### src/rtl/pool_requant_pkg.sv
// Shared accelerator package: pooling FSM states, datapath widths and the
// requantisation saturation limit.
package pool_requant_pkg;

  localparam int unsigned DATA_W = 32;
  localparam int unsigned PIX_W  = 8;

  localparam logic signed [PIX_W-1:0] SAT_MAX = PIX_W'(127);

  typedef enum logic [1:0] {
    IDLE  = 2'd0,
    READ  = 2'd1,
    DRAIN = 2'd2,
    DONE  = 2'd3
  } pool_state_e;

  // Tag that travels with each BRAM read until its data returns.
  typedef struct packed {
    logic vld;
    logic first;
    logic last;
  } rd_tag_t;

endpackage

### src/rtl/pool_requant_if.sv
// BRAM read port plus the pooled pixel stream, bundled for pool_requant.
interface pool_requant_if #(
  parameter int unsigned ADDR_W = 10
);
  import pool_requant_pkg::*;

  logic [ADDR_W-1:0]        mem_rd_addr;
  logic                     mem_rd_en;
  logic signed [DATA_W-1:0] mem_rd_data;
  logic signed [PIX_W-1:0]  pixel_out;
  logic                     data_valid_out;
  logic                     all_done;

  modport master (
    output mem_rd_addr,
    output mem_rd_en,
    input  mem_rd_data,
    output pixel_out,
    output data_valid_out,
    output all_done
  );

  modport slave (
    input  mem_rd_addr,
    input  mem_rd_en,
    output mem_rd_data,
    input  pixel_out,
    input  data_valid_out,
    input  all_done
  );

endinterface

### src/rtl/pool_requant_relu_sat.sv
// Combinational requantisation: add bias at 33 bits, ReLU, arithmetic shift,
// saturate to 127. Shared with later layers.
module requant_relu_sat
  import pool_requant_pkg::*;
#(
  parameter int unsigned SHIFT_W = 5
) (
  input  logic signed [DATA_W-1:0] max_i,
  input  logic signed [DATA_W-1:0] bias_i,
  input  logic [SHIFT_W-1:0]       shift_i,
  output logic signed [PIX_W-1:0]  pixel_c_o
);

  localparam int unsigned SUM_W = DATA_W + 1;

  logic signed [SUM_W-1:0] sum_c;
  logic signed [SUM_W-1:0] shr_c;

  always_comb begin
    sum_c     = SUM_W'(max_i) + SUM_W'(bias_i);
    shr_c     = sum_c >>> shift_i;
    pixel_c_o = '0;
    if (sum_c[SUM_W-1]) begin
      pixel_c_o = '0;
    end else if (shr_c > SUM_W'(SAT_MAX)) begin
      pixel_c_o = SAT_MAX;
    end else begin
      pixel_c_o = PIX_W'(shr_c);
    end
  end

endmodule

### src/rtl/pool_requant.sv
// 2x2 max-pool over a square BRAM result map followed by bias/shift/ReLU
// requantisation; streams one pixel per window to the next layer.
module pool_requant
  import pool_requant_pkg::*;
#(
  parameter int unsigned MAPSIZE = 28,
  parameter int unsigned SHIFT_W = 5
) (
  input  logic                     clk,
  input  logic                     rst,
  input  logic                     start,
  input  logic signed [DATA_W-1:0] bias,
  input  logic [SHIFT_W-1:0]       shift,
  pool_requant_if.master           bus
);

  localparam int unsigned ADDR_W = $clog2(MAPSIZE * MAPSIZE);
  localparam int unsigned HALF   = MAPSIZE / 2;
  localparam int unsigned CNT_W  = (HALF > 1) ? $clog2(HALF) : 1;
  localparam logic [CNT_W-1:0] CNT_LAST = CNT_W'(HALF - 1);

  pool_state_e              state_q, state_d;
  logic [CNT_W-1:0]         r_q, r_d;
  logic [CNT_W-1:0]         c_q, c_d;
  logic [1:0]               k_q, k_d;
  logic [ADDR_W-1:0]        addr_q, addr_d;
  logic                     en_q, en_d;
  rd_tag_t                  tag_q, tag_d;
  logic signed [DATA_W-1:0] max_q, max_d;
  logic signed [PIX_W-1:0]  pix_q, pix_d;
  logic                     vld_q, vld_d;
  logic                     done_q, done_d;

  logic                     last_rd_c;
  logic signed [DATA_W-1:0] win_max_c;
  logic signed [PIX_W-1:0]  rq_pix_c;

  // Row-major address of element k (0..3) inside window (r, c).
  function automatic logic [ADDR_W-1:0] win_addr(input logic [CNT_W-1:0] r,
                                                 input logic [CNT_W-1:0] c,
                                                 input logic [1:0]       k);
    logic [CNT_W:0] row;
    logic [CNT_W:0] col;
    row = {r, k[1]};
    col = {c, k[0]};
    return ADDR_W'(32'(row) * MAPSIZE + 32'(col));
  endfunction

  requant_relu_sat #(
    .SHIFT_W (SHIFT_W)
  ) u_requant (
    .max_i     (win_max_c),
    .bias_i    (bias),
    .shift_i   (shift),
    .pixel_c_o (rq_pix_c)
  );

  always_comb begin
    state_d   = state_q;
    r_d       = r_q;
    c_d       = c_q;
    k_d       = k_q;
    addr_d    = addr_q;
    en_d      = 1'b0;
    last_rd_c = (k_q == 2'd3) && (c_q == CNT_LAST) && (r_q == CNT_LAST);

    unique case (state_q)
      IDLE: begin
        if (start) begin
          state_d = READ;
          en_d    = 1'b1;
          r_d     = '0;
          c_d     = '0;
          k_d     = '0;
          addr_d  = '0;
        end
      end
      READ: begin
        k_d = k_q + 2'd1;
        if (k_q == 2'd3) begin
          if (c_q == CNT_LAST) begin
            c_d = '0;
            r_d = r_q + CNT_W'(1);
          end else begin
            c_d = c_q + CNT_W'(1);
          end
        end
        if (last_rd_c) begin
          state_d = DRAIN;
          r_d     = '0;
          c_d     = '0;
          k_d     = '0;
        end else begin
          en_d   = 1'b1;
          addr_d = win_addr(r_d, c_d, k_d);
        end
      end
      // Wait until the last window's data has come back from BRAM.
      DRAIN: begin
        if (!tag_q.vld) state_d = DONE;
      end
      DONE: begin
        state_d = IDLE;
      end
      default: begin
        state_d = IDLE;
      end
    endcase

    done_d = (state_d == DONE);

    tag_d.vld   = en_q;
    tag_d.first = en_q && (k_q == 2'd0);
    tag_d.last  = en_q && (k_q == 2'd3);

    // First value of a window replaces the previous window's max outright.
    win_max_c = (tag_q.first || (bus.mem_rd_data > max_q)) ? bus.mem_rd_data : max_q;
    max_d     = tag_q.vld ? win_max_c : max_q;
    vld_d     = tag_q.vld && tag_q.last;
    pix_d     = vld_d ? rq_pix_c : pix_q;
  end

  always_ff @(posedge clk) begin
    if (rst) begin
      state_q <= IDLE;
      r_q     <= '0;
      c_q     <= '0;
      k_q     <= '0;
      addr_q  <= '0;
      en_q    <= 1'b0;
      tag_q   <= '0;
      max_q   <= '0;
      pix_q   <= '0;
      vld_q   <= 1'b0;
      done_q  <= 1'b0;
    end else begin
      state_q <= state_d;
      r_q     <= r_d;
      c_q     <= c_d;
      k_q     <= k_d;
      addr_q  <= addr_d;
      en_q    <= en_d;
      tag_q   <= tag_d;
      max_q   <= max_d;
      pix_q   <= pix_d;
      vld_q   <= vld_d;
      done_q  <= done_d;
    end
  end

  assign bus.mem_rd_addr    = addr_q;
  assign bus.mem_rd_en      = en_q;
  assign bus.pixel_out      = pix_q;
  assign bus.data_valid_out = vld_q;
  assign bus.all_done       = done_q;

endmodule
### src/flat_wrapper.sv
// flat-port wrapper written by rule: the top's interface ports become plain ports
module pool_requant_flat import pool_requant_pkg::*;
#(
  parameter int unsigned MAPSIZE = 28,
  parameter int unsigned SHIFT_W = 5
)
  (clk, rst, start, bias, shift, bus_mem_rd_addr, bus_mem_rd_en, bus_mem_rd_data, bus_pixel_out, bus_data_valid_out, bus_all_done);
  pool_requant_if bus_i ();
  input  logic clk;
  input  logic rst;
  input  logic start;
  input  logic signed [DATA_W-1:0] bias;
  input  logic [SHIFT_W-1:0] shift;
  output wire logic [$bits(bus_i.mem_rd_addr)-1:0] bus_mem_rd_addr;
  output wire logic [$bits(bus_i.mem_rd_en)-1:0] bus_mem_rd_en;
  input wire logic [$bits(bus_i.mem_rd_data)-1:0] bus_mem_rd_data;
  output wire logic [$bits(bus_i.pixel_out)-1:0] bus_pixel_out;
  output wire logic [$bits(bus_i.data_valid_out)-1:0] bus_data_valid_out;
  output wire logic [$bits(bus_i.all_done)-1:0] bus_all_done;
  assign bus_mem_rd_addr = bus_i.mem_rd_addr;
  assign bus_mem_rd_en = bus_i.mem_rd_en;
  assign bus_i.mem_rd_data = bus_mem_rd_data;
  assign bus_pixel_out = bus_i.pixel_out;
  assign bus_data_valid_out = bus_i.data_valid_out;
  assign bus_all_done = bus_i.all_done;
  pool_requant #(.MAPSIZE(MAPSIZE), .SHIFT_W(SHIFT_W)) u_core (.clk(clk), .rst(rst), .start(start), .bias(bias), .shift(shift), .bus(bus_i));
endmodule
### config.mk
export PLATFORM = sky130hd
export DESIGN_NAME = pool_requant_flat
export DESIGN_NICKNAME = d
export VERILOG_FILES = /design/src/rtl/pool_requant_pkg.sv /design/src/rtl/pool_requant_if.sv /design/src/rtl/pool_requant_relu_sat.sv /design/src/rtl/pool_requant.sv /design/src/flat_wrapper.sv
export SDC_FILE = /design/constraint.sdc
export NUM_CORES = 1
export LEC_CHECK = 0
export CORE_MARGIN = 2
export CORE_UTILIZATION = 52
export CTS_CLUSTER_DIAMETER = 200
export DETAILED_ROUTE_END_ITERATION = 10
export GPL_TIMING_DRIVEN = 0
export PLACE_DENSITY_LB_ADDON = 0.12
export SYNTH_ARGS = -nofsm -noshare
export SYNTH_HDL_FRONTEND = slang
export SYNTH_SLANG_ARGS = --single-unit
### constraint.sdc
create_clock -name clk -period 17.1 [get_ports clk]
set_input_delay 2.565 -clock clk [delete_from_list [all_inputs] [get_ports clk]]
set_output_delay 2.565 -clock clk [all_outputs]
set_load 0.01 [all_outputs]
; Yosys cells after proc, flatten, opt, wreduce, memory -nomap -nowiden
; Cells that the tools add are included.
[word_totals]
regBits = 68
latchBits = 0
ramBits = 0
rom_bits = 0
out_inout_bits = 21
memories = 0
[classes]
addsub = 5
multipliers = 1
div_mod_pow = 0
n_lt_le_gt_ge = 2
eq_ne = 9
shift = 1
muxes = 27
bitwise = 0
n_reduce_logical = 11
[op_table]
columns = op, n
row1 = 2-to-1 mux 4 bit, 9
row2 = adder 32 x 32 -> 33 bit, 1
row3 = "> comparator 33 x 8 -> 1 bit, second input constant", 1
row4 = >>> shifter 33 x 5 -> 33 bit, 1
row5 = > comparator 32 bit, 1
row6 = 2-to-1 mux 32 bit, 1
row7 = 2-to-1 mux 10 bit, 2
row8 = one-hot mux 10 bit (2 select lines), 1
row9 = 2-to-1 mux 8 bit, 2
row10 = one-hot mux 4 bit (2 select lines), 2
row11 = adder 10 x 5 -> 10 bit, 1
row12 = 2-to-1 mux 2 bit, 5
row13 = "adder 4 x 1 -> 4 bit, second input constant", 2
row14 = "equality test 2 bit, second input constant", 4
row15 = "equality test 4 bit, second input constant", 2
row16 = "multiplier 5 x 3 -> 8 bit, second input constant", 1
row17 = one-hot mux 2 bit (4 select lines), 1
row18 = logical AND 1 bit, 5
row19 = zero test 2 bit, 2
row20 = "inequality test 2 bit, second input constant", 2
row21 = one-hot mux 2 bit (2 select lines), 1
row22 = AND reduction 3 bit, 1
row23 = "adder 2 x 1 -> 2 bit, second input constant", 1
row24 = "equality test 2 x 1 -> 1 bit, second input constant", 1
row25 = other kinds (5), 6

; Depth between registers and ports, before layout
; Gate-level depths: netlist of the first run.
[depth]
depth_word = 8
ltp_mapped = 30
mapped_depth_nobuf = 28

; Modules after synthesis
; Synthesis of the first run repeated with hierarchy kept, for this count alone.
[hier_totals]
cells_unflattened = 1198
area_unflattened_um2 = 9426.5
[by_module_without_submodules]
columns = module, instances, cells_each, area_each_um2, seq_area_each_um2
row1 = requant_relu_sat, 1, 683, 4744.6, 0.0
row2 = pool_requant, 1, 515, 4682.0, 1361.3

; Worst setup path before layout of the first run
; Ideal clock, no wire load.
[synth_timing]
kind = input to register
from = input port bus_mem_rd_data[1]
to = register u_core.pix_q[0] (netlist: u_core.bus.pixel_out[0])
setup_ps = 146
arrival_time_ps = 8806
path_slack_ps = 8147
path_stages = 29
path_buffers = 2
cell_sequence = ha_1 nor2b_1 o21a_1 o21a_1 o21a_1 o21a_1 o21a_1 o21a_1 o211ai_1 nand3_1 mux2_2 a21oi_1 clkbuf_1 mux2_2 ha_1 fa_1 nand3_1 a211oi_1 a311o_1 buf_6 and4_1 a211oi_2 xnor2_2 a32oi_1 a22o_1 o32ai_1 o211ai_1 a2111oi_4 a32oi_1
[synth_via]
elab_chain_len = 8
[synth_rtl]
columns = item, line
row1 = "start, declared", flat_wrapper.sv:16  ; input wire logic [$bits(bus_i.mem_rd_data)-1:0] bus_mem_rd_data;
row2 = > comparator 32 bit (*), pool_requant.sv:117  ; win_max_c = (tag_q.first || (bus.mem_rd_data > max_q)) ? bus.mem_rd_data : max_q;
row3 = logical OR 1 bit (*), pool_requant.sv:117
row4 = 2-to-1 mux 32 bit (*), pool_requant.sv:117
row5 = via u_core.u_requant.max_i[0], pool_requant_relu_sat.sv:8  ; input logic signed [DATA_W-1:0] max_i,
row6 = adder 32 x 32 -> 33 bit (*), pool_requant_relu_sat.sv:20  ; sum_c = SUM_W'(max_i) + SUM_W'(bias_i);
row7 = >>> shifter 33 x 5 -> 33 bit, pool_requant_relu_sat.sv:21  ; shr_c = sum_c >>> shift_i;
row8 = > comparator 33 x 8 -> 1 bit, pool_requant_relu_sat.sv:25  ; end else if (shr_c > SUM_W'(SAT_MAX)) begin
row9 = 2-to-1 mux 8 bit, pool_requant_relu_sat.sv:25
row10 = 2-to-1 mux 8 bit (*), pool_requant_relu_sat.sv:23  ; if (sum_c[SUM_W-1]) begin
row11 = "end signal, assigned", pool_requant.sv:145  ; pix_q <= pix_d;
row12 = "end, declared", pool_requant.sv:30  ; logic signed [PIX_W-1:0] pix_q, pix_d;
; Mark *: on every way through the listed nets, which the timed path passes. The rest lies on a longest branch.
; A chain may end at the register's enable or synchronous reset.

; Final worst setup path of the first run
[layout_timing]
from = input port bus_mem_rd_data[9]
to = register u_core.pix_q[2] (netlist: u_core.bus.pixel_out[2])
; Same word-level chain as after synthesis.

==> impl_metrics.ini, run 1 <==
[outcome]
outcome = complete, no violations

[global_routing]
track_usage_pct = 33.44
grt_pass1_vias = 9014
grt_max_degree = 15
antenna_found_initial = 0
top_usage_layer = met2
grt_use_met3_pct = 5.649
met2_usage_pct = 54.71
use_met1_pct = 43.66
globalRoute.totalOverflow = 0
grt_pass1_wl_um = 47970

[final_layout]
fill_cells = 1573
instances_no_fill = 1473
layout_commonest_cell = nor2_1
area_growth_pct = 16.59
seq_area_um2 = 1361
num_antenna_cells = 0
final_cell_mix = nor2_1 (136), nand2_1 (91), clkdlybuf4s50_1 (90), ha_1 (81)
drive_gt1_share_pct = 9.178
nets = 1408
postLayoutCellArea_um2 = 10430
multiInputGateArea_um2 = 7020

[synth]
yosysSeqAreaShare_pct = 15.21
syn_avg_cell_area_um2 = 7.801
muxShareOfSynthArea_pct = 12.29
synth-edff-count = 0
synthCells = 1147
synth-compound-area-share_pct = 30.75
ys_warn_count = 0
synthXorXnorAreaFrac_pct = 3.090
synth_adder_area_share_pct = 12.89
syn_nets = 1307
synth_cell_types = 95
synthFlopType = dfxtp_1
synth_area_um2 = 8947
synth_top_family_by_area = compound AO/OA/AOI/OAI gates
async_flop_share_pct = 0
synth-simple-area-share_pct = 19.44
ys_seq_elements = 68

[sta]
rsz0062_at_grt = false
setup_tns_ns = 0
fin_crit_ns = 10.58
final_max_slew_viol_count = 0
hold_viol = 0
fin_crit_sh_pct = 61.89
worst_pin_slew_ns = 1.014
slew_headroom_pct = 32.02
fin_skew_ns = 0.01076
setup_viol = 0
max_freq_mhz = 94.49

[power]
power.density_nw_per_um2 = 78.02
leakage_nw = 4.291
power.total_w = 0.0008139
irDropWorstVdd_mv = 0.05036

[cts]
cts_hold_buf = 0
clock-sinks = 68
clkLatencyLatePin_ns = 0.35
numCtsBuffers = 9
cts_resized = 0
clk_pin_slew_ns = 0.06
cts_root_buf = clkbuf_16
clk_path_buf_depth = 2
cts_tree = done
post_cts_buffers = 0
cts_max_level = 3

[floorplan]
core-area_um2 = 16700
ioPinCount = 93
die_w_um = 135.2
die-height_um = 135.2
start_util_pct = 53.57
rows = 47
fp.dieArea_um2 = 18270

[worst_setup_path]
end_kind = register
critPathRequiredTime_ns = 17.30
worstSetupPathType = input pin to register
cp_slowest_cell = a211oi_1
worstPathMaxFanout = 10
cp_common_cell = a21o_1
critPathMaxStageDelay_ns = 0.68
worstPathArrival_ns = 10.78
start_kind = input pin

[placed_design]
place_inst = 1457
gp_congestion = 0.9988
hpwl_um = 24270
port-buffer-count = 90
place_area_um2 = 10120

[route]
drt.antenna.violating_nets = 0
dr.pass1.iters = 7
vias = 9535
drc = 0
wl_um = 30630
viasPerCell = 6.473
routedWlPerCell_um = 20.79
drt_iter0_markers = 1201

[flow_run]
maxCapViolations = 0

[worst_hold_path]
min_path_type = register to register
==> registers in the layout, indices dropped and copies added, names as in the netlist <==
register                   count
u_core.c_q                     4
u_core.bus.data_valid_out      1
u_core.r_q                     4
u_core.bus.pixel_out           8
u_core.tag_q                   3
u_core.max_q                  32
u_core.k_q                     2
u_core.bus.mem_rd_addr        10
u_core.bus.mem_rd_en           1
u_core.bus.all_done            1
u_core.state_q                 2
==> routing by layer <==
metal / vias to the layer above / share of wire, %
met4: 0 / 4.4
li1: 4530 / -
met3: 95 / 8.2
met1: 4429 / 43
met2: 481 / 44
met5: - / 0
==> synth_stat cells, drive strengths merged (5+ instances only) <==
| master | number | share of area [%] |
|---|---|---|
| nor3 | 31 | 1.8 |
| o21a | 19 | 1.6 |
| nand2b | 5 | 0.35 |
| a32oi | 15 | 1.5 |
| nor2 | 137 | 5.8 |
| nand3 | 25 | 1.4 |
| a211oi | 29 | 2.6 |
| inv | 60 | 2.5 |
| a21o | 32 | 2.7 |
| clkbuf | 37 | 1.6 |
| o32ai | 5 | 0.49 |
| and3 | 6 | 0.42 |
| dfxtp | 68 | 15 |
| o211ai | 15 | 1.3 |
| nand2 | 92 | 3.9 |
| and4 | 7 | 0.69 |
| nor4 | 5 | 0.35 |
| o211a | 6 | 0.67 |
| xor2 | 17 | 1.8 |
| mux2 | 40 | 5.0 |
| xnor2 | 12 | 1.3 |
| nor2b | 6 | 0.42 |
| o21ai | 57 | 3.4 |
| mux4 | 6 | 1.6 |
| a21oi | 77 | 4.9 |
| a22o | 7 | 0.69 |
| nand4 | 26 | 1.9 |
| mux2i | 51 | 5.7 |
| a221oi | 8 | 0.85 |
| a22oi | 21 | 1.8 |
| or3 | 6 | 0.42 |
| ha | 81 | 11 |
| a31oi | 8 | 0.56 |
| fa | 7 | 1.6 |
| o21bai | 5 | 0.42 |
| o2111ai | 10 | 0.98 |
| buf | 30 | 2.2 |
| and2 | 13 | 0.94 |
==> path summary, 6_finish.rpt <==
kind / from / to / slack, ns / depth (start not counted)
setup reg to reg: u_core.max_q[9] / u_core.bus.pixel_out[2] / 8.84 / 29
hold / removal: u_core.bus.pixel_out[1] / u_core.bus.pixel_out[1] / 0.47 / 2
hold reg to reg: u_core.bus.pixel_out[1] / u_core.bus.pixel_out[1] / 0.47 / 2
setup / recovery: bus_mem_rd_data[9] / u_core.bus.pixel_out[2] / 6.52 / 29
==> through the flow <==
stage                     setup WS, ns  hold WS [ns]  util [%]
after detailed placement         6.329        0.4531     60.62
final                            6.517        0.4679     62.46
after floorplan                  8.147        0.4288         -
after global routing             6.219        0.4812     62.46
after global placement           6.330        0.4442     60.62
after CTS                        6.634        0.4679     62.46
==> power by group <==
group / switching (W) / internal, W / total, W
Sequential: 0.00000349 / 0.000163 / 0.000166
Combinational: 0.000281 / 0.000169 / 0.000450
Clock: 0.0000821 / 0.000115 / 0.000198
==> cell families (layout without fill, tap and decap cells) <==
group	count (synthesis)	after routing
multiplexers	97	97
XOR/XNOR	29	29
AND/OR/NAND/NOR	371	371
flip-flops	68	68
buffers and inverters	129	235
AO/OA/AOI/OAI	365	365
adder cells (fa/ha/maj)	88	88
==> area by class of cell <==
type | instances | share of cell area (%)
clock inverters | 7 | 0.7916
clock buffers | 9 | 2.159
inverters | 62 | 2.231
flip-flops and latches | 68 | 13.05
repair buffers | 90 | 8.636
plain buffers | 67 | 3.191
well taps | 220 | 2.639
multi-input cells | 950 | 67.30
==> critical path, delay by kind of cell <==
kind / cells / cell delay, ns
simple gates: 6 / 1.41
mux: 2 / 0.69
compound gates: 16 / 4.37
buf+inv: 3 / 1.12
fa+ha+maj: 2 / 0.61
No activity file was read; power rests on OpenSTA's default activity.
==> run 2: changes to the inputs <==
- clock period: 17.1 -> 10.36 ns (I/O delays scaled with it)
==> results of run 2 <==
The final DEF is identical to that of run 1. Status: complete, no violations.
Main changes from that run: setup slack after placement 6.329 ns -> 0.6002 ns; setup slack after layout 6.517 ns -> 0.7881 ns; register-to-register setup slack 8.84 ns -> 2.10 ns; total power 0.0008139 W -> 0.001343 W; worst IR drop on VDD 0.05036 mV -> 0.08312 mV
